==> src/rtl/mo_clk_div.sv <==
// mo_clk_div: free-running divider producing a 50%-duty strobe S from Clo.
// S is a registered data-domain strobe sampled in the Clo domain, not a clock.
// The full S period is 2*HALF_PERIOD Clo cycles. The first rising edge of S
// comes HALF_PERIOD cycles after reset release, or after power-up.
module mo_clk_div #(
    parameter int HALF_PERIOD = 50000
) (
    input  logic Clo,
    input  logic Rst,
    output logic S
);

    // CNT_W is derived from HALF_PERIOD and is not meant to be overridden.
    localparam int CNT_W = $clog2(HALF_PERIOD) + 1;
    localparam logic [CNT_W-1:0] LAST = CNT_W'(HALF_PERIOD - 1);

    // Reject a zero or negative half-period at elaboration time.
    if (HALF_PERIOD < 1) begin : g_bad_half_period
        $error("mo_clk_div: HALF_PERIOD must be >= 1");
    end

    // The declaration initialisers set the power-up value. Because of them,
    // S is 0 from time 0 even if Rst is never asserted.
    logic [CNT_W-1:0] cnt = '0;
    logic             s_q = 1'b0;

    // Count up to LAST, then wrap and toggle the strobe. Rst overrides everything.
    always_ff @(posedge Clo) begin
        // NOTE: state registers use non-blocking assignments. With them, every
        // read inside this block returns the value from before the edge.
        if (Rst) begin
            cnt <= '0;
            s_q <= 1'b0;
        end else if (cnt == LAST) begin
            cnt <= '0;
            s_q <= ~s_q;
        end else begin
            cnt <= cnt + CNT_W'(1);
        end
    end

    assign S = s_q;

    // The counter never leaves the range 0 .. HALF_PERIOD-1.
    a_cnt_range : assert property (@(posedge Clo) cnt <= LAST);

    // S changes only on a wrap edge or on a reset edge.
    a_s_toggle_cause : assert property (@(posedge Clo)
        (s_q != $past(s_q)) |-> (($past(cnt) == LAST) || $past(Rst)));

endmodule

==> config.mk <==
export PLATFORM = sky130hd
export DESIGN_NAME = mo_clk_div
export DESIGN_NICKNAME = d
export VERILOG_FILES = /design/src/rtl/mo_clk_div.sv
export SDC_FILE = /design/constraint.sdc
export NUM_CORES = 1
export LEC_CHECK = 0
export CAP_MARGIN = 20
export CORE_AREA = 2 2 42 44
export CTS_CLUSTER_DIAMETER = 50
export DETAILED_ROUTE_END_ITERATION = 7
export DIE_AREA = 0 0 44 46
export PLACE_DENSITY_LB_ADDON = 0.2
export SLEW_MARGIN = 5
export SYNTH_ARGS = -nofsm -noshare
export SYNTH_HDL_FRONTEND = slang
export SYNTH_SLANG_ARGS = --single-unit
==> constraint.sdc <==
create_clock -name Clo -period 4.87 [get_ports Clo]
set_clock_uncertainty 0.15 [all_clocks]
set_input_delay 1.2175 -clock Clo [delete_from_list [all_inputs] [get_ports Clo]]
set_output_delay 1.2175 -clock Clo [all_outputs]
set_load 0.02 [all_outputs]
Yosys cells after proc, flatten, opt, wreduce, memory -nomap -nowiden --
Index checks and enable logic that the tools add are counted. Widths: inputs -> output; s select.
Storage, ports and cells: register bits after elaboration 18, logic and storage cells 6, input port bits 2, output and inout port bits 1
Operators by class: add/sub/neg operators 1, reductions and logical operators 1, equality and inequality tests 1, bitwise operators 1
Operator list (number):
- $add 17x1->17 const B | 1
- $eq 17x16->1 const B | 1
- $reduce_or 2->1 | 1
- $not 1->1 | 1

Longest topological paths before layout --
Gate-level depths: netlist of the first run.
depth in word-level cells 2, depth in mapped cells 7, gate-level depth less buffers 5

Worst setup path after synthesis of the first run --
No wires, ideal clock.
path type input to register, start in Rst, end reg cnt[12], data arrival time 1.769 ns, slack 2.887 ns, stages on the path 4, buffers on the path 2, library setup time 0.064 ns, required time 4.656 ns, cells stage by stage or2_1 -> buf_6 -> buf_12 -> nor2_1
Between the ends: longest elaborated chain between the ends 1
Ends and longest elaborated chain:
- start: declaration | line 9 | input logic Rst,
- $reduce_or 2->1 (no line)
- end signal: assignment | line 38 | cnt <= cnt + CNT_W'(1);
- end: declaration | line 24 | logic [CNT_W-1:0] cnt = '0;
No other way between the ends. A chain may end at the register's enable or synchronous reset.

Worst setup path in the final report of the first run --
start reg s_q (netlist: S), end out S
RTL lines:
- start: declaration | line 25 | logic s_q = 1'b0;
- start signal: assignment | line 36 | s_q <= ~s_q;
- end: declaration | line 10 | output logic S
No word-level cell between the ends.

==> run metrics, run 1 <==
CTS Sinks=18; CTS Buf Count=3; cell count after placement=about 110; Hold Buf Count CTS=0; DP Area=826 um^2; clk root buf=clkbuf_4; Slew headroom=64.7%; run status=finished, final reports clean; register area share after synthesis=43.9%; share of layout cells above drive strength 1=5.43%; IO buf count=2; Critical-path top delay cell=clkdlybuf4s50_1; Hold Crit Class=reg2reg; Syn Inst Count=89; Setup-failing EPs final=0; PD cells=289 mW/mm^2; fin area=862 um^2; Ant. Diodes=0; Avg Inst Size Synth=9.22 um^2; Clock Tree Buf Depth=2; RSZ-0062 raised after global routing=false; critical setup path kind=reg2out; 1st-iter DRT viols=3; CP bufs+invs=1; row cnt=15; Chip Width=approximately 44 um; setup_tns=0 ns; Area Growth Syn to Fin=5.03%; initial core utilization=around half; ys async rst share=0%; VDD IR-drop max=0.150 mV; dpl ws=2.32 ns; MaxCap Viol Count=0; startpoint types=flop; Crit Path Max Fanout=2; min setup slack post-route=2.26 ns; Ports=3; Cell Chain, Critical Path=clkdlybuf4s50_1; CP top delay family=buffers and inverters; die height=46 um; Final Max Tran Viols=0; Vias/cell=5.42; grt ovf=0; Leak=between 0.2 and 0.3 nW; Fin. Hold Viols=0; CTS tree=yes; Post-synth EDFFs=0; placer congestion estimate=around 0.78; initial antenna violation count=0; Post-Layout Cell Count=~110; Distinct cells, synth=23; ANT nets after route=0; Final Power=249 uW; # DRC=0; slowest stage delay, CP=around 0.6 ns; Peak Freq=383 MHz; Critical Path RT=3.50 ns; WP data arrival=approximately 1.3 ns; Most used DFF post-synth=dfxtp_1; largest net degree at the start of global routing=18; Worst R2R Path Depth=5; fin crit period=around 2.6 ns; Initial DRT Pass Iterations=4; clk slew on worst S/H paths=0.10 ns; Worst path depth=1; first-pass GRT wire length=2420 um; Fillers=164; post-CTS setup buffer count=0; Worst Tran Pin Value=0.530 ns; #FFs+latches synth=18; clk_lat worst skew=0.29 ns; nets@finish=96; CP endpoint kind=primary output; Via Count=591; Ys Warns=0; PostCTS Resize Cnt=0; Net Count, Synth=just over 90; total global-route track usage=17.0%; Min-Delay Path Depth=1; vias in the first global route=about 560; post-DP HPWL=945 um; H-tree levels=1; routed len/inst=12.0 um; WL final=1310 um; Netlist Area Pre-Place=821 um^2; Core ar.=0.00161 mm^2; die area=between 0.002 and 0.0025 mm^2; final cycle utilization of the critical path=between 50% and 60%
-- cells in the final DEF, fill, tap and decap left out --
| cell | n |
|---|---|
| or4bb_1 | 2 |
| clkbuf_8 | 1 |
| and4_1 | 1 |
| xor2_1 | 4 |
| nor4_1 | 4 |
| inv_1 | 2 |
| nor4_2 | 1 |
| nor2_1 | 18 |
| o31ai_1 | 1 |
| xnor2_1 | 11 |
| clkdlybuf4s50_1 | 2 |
| nand3_1 | 7 |
| a21oi_1 | 1 |
| nand4_1 | 5 |
| nor3_1 | 2 |
| or4_1 | 2 |
| ha_1 | 1 |
| nand2_1 | 2 |
| clkbuf_4 | 3 |
| dfxtp_1 | 18 |
| and2_1 | 1 |
| and3_1 | 2 |
| or2_1 | 1 |
-- power by group --
part	total, mW	switching, mW	internal [mW]
combinational	0.00710	0.00401	0.00309
clock	0.0909	0.0453	0.0456
sequential	0.151	0.00214	0.149
total	0.249	0.0514	0.198
-- kinds of logic after synthesis --
logic type	share of synthesized area, %
AND/OR/NAND/NOR	31.7
AO/OA/AOI/OAI	1.52
XOR/XNOR	16.0
flip-flops	43.9
buffers and inverters	5.34
adder cells (fa/ha/maj)	1.52
-- sequential cells by signal, summed over array words and instances (netlist names) --
| signal | cells |
|---|---|
| cnt | 17 |
| S | 1 |
-- per-layer routing --
layer	GRT usage, %	up-vias	part of all wire [%]
met5	0	-	0
met4	5.45	0	0.91
met3	8.33	2	4.6
met2	27.1	9	45
met1	20.0	268	50
li1	-	312	-
-- through the flow --
stage               hold slack, ns  util, %
global placement             0.294     51.2
global route                 0.356     53.4
finish                       0.326     53.4
floorplan                    0.276        -
CTS                          0.328     53.4
detailed placement           0.304     51.2
-- area by class of cell --
cell class | count | area (um^2) | area share (%)
Timing Repair Buffer | 2 | 20.0 | 2.32
Clock buffer | 4 | 36.3 | 4.21
Sequential cell | 18 | 360 | 41.8
Multi-Input combinational cell | 66 | 417 | 48.3
Inverter | 2 | 7.51 | 0.871
Tap cell | 17 | 21.3 | 2.47
-- final timing paths --
path / from / to / slack [ns]
worst max register to register: cnt[0]$_SDFF_PP0_ / cnt[8]$_SDFF_PP0_ / 2.62
worst min register to register: cnt[0]$_SDFF_PP0_ / cnt[0]$_SDFF_PP0_ / 0.33
worst min-delay path: cnt[0]$_SDFF_PP0_ / cnt[0]$_SDFF_PP0_ / 0.33
worst max-delay path: S$_SDFFE_PP0N_ / S / 2.26
-- synth_stat cells, types with 2 or more instances --
library cell	n	area [um^2]
and3_1	2	12.5
dfxtp_1	18	360
inv_1	2	7.51
nand2_1	2	7.51
nand3_1	7	35.0
nand4_1	5	31.3
nor2_1	18	67.6
nor3_1	2	10.0
nor4_1	4	25.0
or4_1	2	15.0
or4bb_1	2	22.5
xnor2_1	11	96.3
xor2_1	4	35.0
Power figures use the tool's default switching activity.
==> inputs of run 2 (changes only) <==
==> constraint.sdc (replaced) <==
create_clock -name Clo -period 2.7 [get_ports Clo]
set_clock_uncertainty 0.15 [all_clocks]
set_input_delay 0.675 -clock Clo [delete_from_list [all_inputs] [get_ports Clo]]
set_output_delay 0.675 -clock Clo [all_outputs]
set_load 0.02 [all_outputs]
==> run metrics, run 2 (same netlist as run 1, synthesis figures left out) <==
clock power share=31.0% (-5.4 points); CTS tree=yes; Cell Chain, Critical Path=ha_1 > or4bb_1 > nor4_2 > or2_1 > nor2_1; post-CTS setup buffer count=0 (unchanged); switching part of the total=21.3% (+0.64 points); fin crit period=2.27 ns; VDD IR-drop max=0.274 mV (+82%); Ports=3 (unchanged); Peak Freq=441 MHz; CTS Buf Count=3 (unchanged); first-pass GRT wire length=2400 um (-0.83%); row cnt=15 (unchanged); CP endpoint kind=flop; Crit Path Max Fanout=17 (+15); DP Area=826 um^2 (unchanged); Flop pwr share=65.8% (+5.1 points); clk_lat worst skew=0.29 ns (about the same); origin of the worst min-delay path=cnt[0]$_SDFF_PP0_; initial antenna violation count=0 (unchanged); highest-count cells in the layout ignoring fill and taps=18 x dfxtp_1, 18 x nor2_1, 11 x xnor2_1, 7 x nand3_1, 5 x nand4_1; die area=0.00202 mm^2 (unchanged); nets@finish=96 (unchanged); die height=46 um (unchanged); hold slack=0.317 ns (-0.00979 ns); Clock Tree Buf Depth=2 (unchanged); critical setup path kind=reg2reg; initial core utilization=50.9% (unchanged); Int Pwr=327 uW (+65%); routed len/inst=12.6 um (+4.5%); P_sw=88.2 uW (+72%); post-DP HPWL=945 um (about the same); # DRC=0 (unchanged); R2R Path End=cnt[10]$_SDFF_PP0_; CP bufs+invs=0 (-1); 1st-iter DRT viols=19 (+16); Final Max Tran Viols=0 (unchanged); Hold Path End=cnt[0]$_SDFF_PP0_; final cycle utilization of the critical path=roughly 84%; max reg flops=17 (unchanged); Most flops, register=cnt; placer congestion estimate=0.752 (-3.0%); PostCTS Resize Cnt=0 (unchanged); ANT nets after route=0 (unchanged); total global-route track usage=16.8% (-0.14 points); Hold Crit Class=reg2reg; slowest stage delay, CP=0.52 ns (-0.08 ns); GR Layer Usage met1=21.7% (+1.7 points); WL final=1360 um (+3.6%); RSZ-0062 raised after global routing=false; M2 GR Usage=23.5% (-3.5 points); startpoint types=flop; Fillers=159 (-3.0%); setup_tns=0 ns (unchanged); Min-Delay Path Depth=1 (unchanged); Crit Reg-Reg Startpoint=cnt[0]$_SDFF_PP0_; Combinational Power Share=3.2% (+0.4 points); vias in the first global route=552 (-0.54%); Initial DRT Pass Iterations=4 (unchanged); Area Growth Syn to Fin=3.35%; Ant. Diodes=0 (unchanged); Slew headroom=61.4% (-3.3 points); Vias/cell=5.53 (+2.0%); met3 Use GR=4.76% (-3.6 points); Worst Tran Pin Value=0.579 ns (+0.0492 ns); WP data arrival=2.28 ns (+1.03 ns); clk root buf=clkbuf_4; CP top delay family=simple AND/OR/NAND/NOR gates; busiest grt layer=met2; share of layout cells above drive strength 1=4.40% (-1.0 points); Post-Layout Cell Count=108 (-0.92%); run status=finished, final reports clean; Fin. Hold Viols=0 (unchanged); Via Count=597 (+1.0%); largest net degree at the start of global routing=18 (unchanged); fin area=848 um^2 (-1.6%); cell count after placement=105 (unchanged); Setup-failing EPs final=0 (unchanged); Critical Path RT=2.71 ns (-0.79 ns); Hold Buf Count CTS=0 (unchanged); IO buf count=2 (unchanged); CTS Sinks=18 (unchanged); r2r setup slk=0.43 ns (-2.19 ns); PD cells=489 mW/mm^2 (+69%); H-tree levels=1 (unchanged); MaxCap Viol Count=0 (unchanged); Core ar.=0.00161 mm^2 (unchanged); clk slew on worst S/H paths=0.09 ns (about the same); Critical-path top delay cell=or2_1; grt ovf=0 (unchanged); Leak=0.272 nW (-2.6%); Chip Width=44 um (unchanged); Worst R2R Path Depth=5 (unchanged)
-- run 2: cell types whose count changed in the layout (fill, tap and decap cells not counted) --
cell      change
clkbuf_8      -1
-- run 2: stage by stage --
stage               worst slack (ns)  total power [mW]  utilization, %
finish                         0.435             0.415            52.6
global route                   0.330             0.437            52.6
CTS                            0.439             0.421            52.6
detailed placement             0.458             0.292            51.2
global placement               0.514             0.292            51.2
floorplan                      0.768             0.293               -
-- run 2: final cells by class --
| class | count | area, um^2 | area share, % |
|---|---|---|---|
| Clock buffer | 3 | 22.5 | 2.65 |
| Inverter | 2 | 7.51 | 0.885 |
| Multi-Input combinational cell | 66 | 417 | 49.1 |
| Sequential cell | 18 | 360 | 42.5 |
| Tap cell | 17 | 21.3 | 2.51 |
| Timing Repair Buffer | 2 | 20.0 | 2.36 |
-- run 2: routing by layer --
layer | vias to the layer above | wire length [um]
met3 | 5 | 36
li1 | 314 | -
met1 | 268 | 735
met5 | - | 0
met4 | 0 | 38
met2 | 10 | 550
-- run 2: power groups by stage --
| stage | logic [mW] | registers [mW] | clock network (mW) |
|---|---|---|---|
| after CTS | 0.0133 | 0.273 | 0.134 |
| after floorplan | 0.0148 | 0.278 | 0 |
| after global routing | 0.0151 | 0.274 | 0.148 |
| after global placement | 0.0132 | 0.279 | 0 |
| final | 0.0132 | 0.273 | 0.129 |
| after detailed placement | 0.0132 | 0.279 | 0 |
-- run 2: worst max-delay path by stage --
stage / startpoint / endpoint / slack (ns) / depth (start not counted)
CTS: cnt[0]$_SDFF_PP0_ / cnt[7]$_SDFF_PP0_ / 0.44 / 5
detailed placement: cnt[0]$_SDFF_PP0_ / cnt[8]$_SDFF_PP0_ / 0.46 / 5
global placement: cnt[0]$_SDFF_PP0_ / cnt[7]$_SDFF_PP0_ / 0.51 / 5
global route: cnt[0]$_SDFF_PP0_ / cnt[8]$_SDFF_PP0_ / 0.33 / 5
finish: cnt[0]$_SDFF_PP0_ / cnt[10]$_SDFF_PP0_ / 0.43 / 5
floorplan: cnt[0]$_SDFF_PP0_ / cnt[13]$_SDFF_PP0_ / 0.77 / 7
-- run 2: worst reg2reg max path: cells and delay by family, from the launching register on --
kind                       cells  cell delay [ns]
adders and majority gates      1             0.26
DFF                            1             0.37
and+or+nand+nor                4             1.36
==> inputs of run 3 (changes only) <==
--- a/config.mk
+++ b/config.mk
@@ -6,10 +6,10 @@
 export NUM_CORES = 1
 export LEC_CHECK = 0
 export CAP_MARGIN = 20
-export CORE_AREA = 2 2 42 44
+export CORE_AREA = 2 2 44 46
 export CTS_CLUSTER_DIAMETER = 50
 export DETAILED_ROUTE_END_ITERATION = 7
-export DIE_AREA = 0 0 44 46
+export DIE_AREA = 0 0 46 48
 export PLACE_DENSITY_LB_ADDON = 0.2
 export SLEW_MARGIN = 5
 export SYNTH_ARGS = -nofsm -noshare
==> constraint.sdc (replaced) <==
create_clock -name Clo -period 1.85 [get_ports Clo]
set_clock_uncertainty 0.15 [all_clocks]
set_input_delay 0.4625 -clock Clo [delete_from_list [all_inputs] [get_ports Clo]]
set_output_delay 0.4625 -clock Clo [all_outputs]
set_load 0.02 [all_outputs]
==> run metrics, run 3 (same netlist as run 1, synthesis figures left out) <==
run status=finished, final reports clean; Initial DRT Pass Iterations=4 (unchanged); Vias/cell=5.36 (-3.1%); H-tree levels=1 (unchanged); PD cells=679 mW/mm^2 (+39%); Final Power=675 uW (+63%); die height=48 um (+4.3%); Critical Path RT=1.89 ns (-0.82 ns); # DRC=0 (unchanged); Crit Path Max Fanout=5 (-12); Via Count=643 (+7.7%); clk_lat worst skew=0.29 ns (about the same); total global-route track usage=16.5% (-0.28 points); Core ar.=0.00169 mm^2 (+4.7%); IO buf count=2 (unchanged); most common cell after layout, fill and taps aside=nor2_1; fin crit period=1.77 ns (-0.498 ns); Post-Layout Cell Count=120 (+11%); Final Core Density=58.9% (+6.3 points); Final Max Tran Viols=0 (unchanged); initial core utilization=48.6% (-2.3 points); CP endpoint kind=flop; die area=0.00221 mm^2 (+9.1%); post-DP HPWL=1170 um (+23%); startpoint types=flop; highest-count cells in the layout ignoring fill and taps=18 x nor2_1, 13 x dfxtp_1, 11 x xnor2_1, 9 x buf_4, 7 x nand3_1; Hold Crit Class=reg2reg; clk slew on worst S/H paths=0.10 ns (about the same); Peak Freq=566 MHz (+28%); final cycle utilization of the critical path=95.5% (+12 points); grt ovf=0 (unchanged); vias in the first global route=539 (-2.4%); largest net degree at the start of global routing=11 (-7); Ports=3 (unchanged); initial antenna violation count=0 (unchanged); max reg flops=17 (unchanged); critical setup path kind=reg2reg; share of layout cells above drive strength 1=25.2% (+21 points); Slew headroom=77.7% (+16 points); placer congestion estimate=0.766 (+1.8%); Hold Buf Count CTS=0 (unchanged); Fin. Hold Viols=0 (unchanged); Clock Tree Buf Depth=2 (unchanged); CTS Buf Count=3 (unchanged); Leak=0.348 nW (+28%); WL final=1620 um (+19%); ANT nets after route=0 (unchanged); row cnt=15 (unchanged); VDD IR-drop max=0.438 mV (+60%); cell count after placement=115 (+9.5%); Most flops, register=cnt; Ant. Diodes=0 (unchanged); routed len/inst=13.5 um (+6.9%); nets@finish=107 (+11%); WP data arrival=1.81 ns (-0.47 ns); MaxCap Viol Count=0 (unchanged); 1st-iter DRT viols=6 (-13); Setup-failing EPs final=0 (unchanged); clk root buf=clkbuf_4; CTS tree=yes; Area Growth Syn to Fin=21.2%; Worst Tran Pin Value=0.331 ns (-0.248 ns); Chip Width=46 um (+4.5%); first-pass GRT wire length=2500 um (+4.0%); CTS Sinks=18 (unchanged)
==> run 3: per-layer routing <==
| layer | share of wire, % | track usage, % | vias to the layer above |
|---|---|---|---|
| met5 | 0 | 0 | - |
| met4 | 1.1 | 5.14 | 0 |
| met3 | 3.2 | 6.79 | 2 |
| met2 | 46 | 24.7 | 7 |
| met1 | 50 | 21.8 | 294 |
| li1 | - | - | 340 |
==> run 3: what timing repair did <==
action / CTS / global route
resized for setup: 1 / 12
endpoints found under the setup margin: 1 / 18
pin swaps: 0 / 2
gates cloned: 0 / 1
buffers inserted: 0 / 0
==> run 3: final cells by class <==
type | instances | area, um^2
inverter | 2 | 7.51
fill | 150 | 694
multi-input combinational | 66 | 452
sequential | 18 | 369
timing repair buffer | 13 | 109
tap | 17 | 21.3
clock buffer | 4 | 36.3
==> run 3: worst paths after layout <==
check                                  startpoint                  to  slack, ns  cells past startpoint
worst min-delay path            cnt[0]$_SDFF_PP0_   cnt[0]$_SDFF_PP0_       0.30                      1
worst max-delay path            cnt[6]$_SDFF_PP0_  cnt[10]$_SDFF_PP0_       0.08                      5
worst min register to register  cnt[0]$_SDFF_PP0_   cnt[0]$_SDFF_PP0_       0.30                      1
worst max register to register  cnt[6]$_SDFF_PP0_  cnt[10]$_SDFF_PP0_       0.08                      5
==> run 3: power by group <==
part	total, mW	switching (mW)	internal [mW]
sequential	0.398	0.00578	0.392
clock	0.242	0.122	0.120
combinational	0.0351	0.0156	0.0195
total	0.675	0.144	0.532
==> run 3: worst max-delay path: stages (launching register included) <==
cell and delay (ns):
dfxtp_4 0.38, or4bb_4 0.54, nor4_4 0.24, or2_4 0.18
buf_4 0.13, nor2_1 0.05
==> run 3: stage by stage <==
step	TNS [ns]	setup WS (ns)	cell area, um^2	hold WS [ns]
after floorplan	0	0.0128	836	0.274
after global placement	0	0.0656	916	0.291
after detailed placement	0	0.0244	916	0.296
after CTS	0	0.00310	951	0.312
after global routing	-0.00431	-0.00348	995	0.317
final	0	0.0825	995	0.304
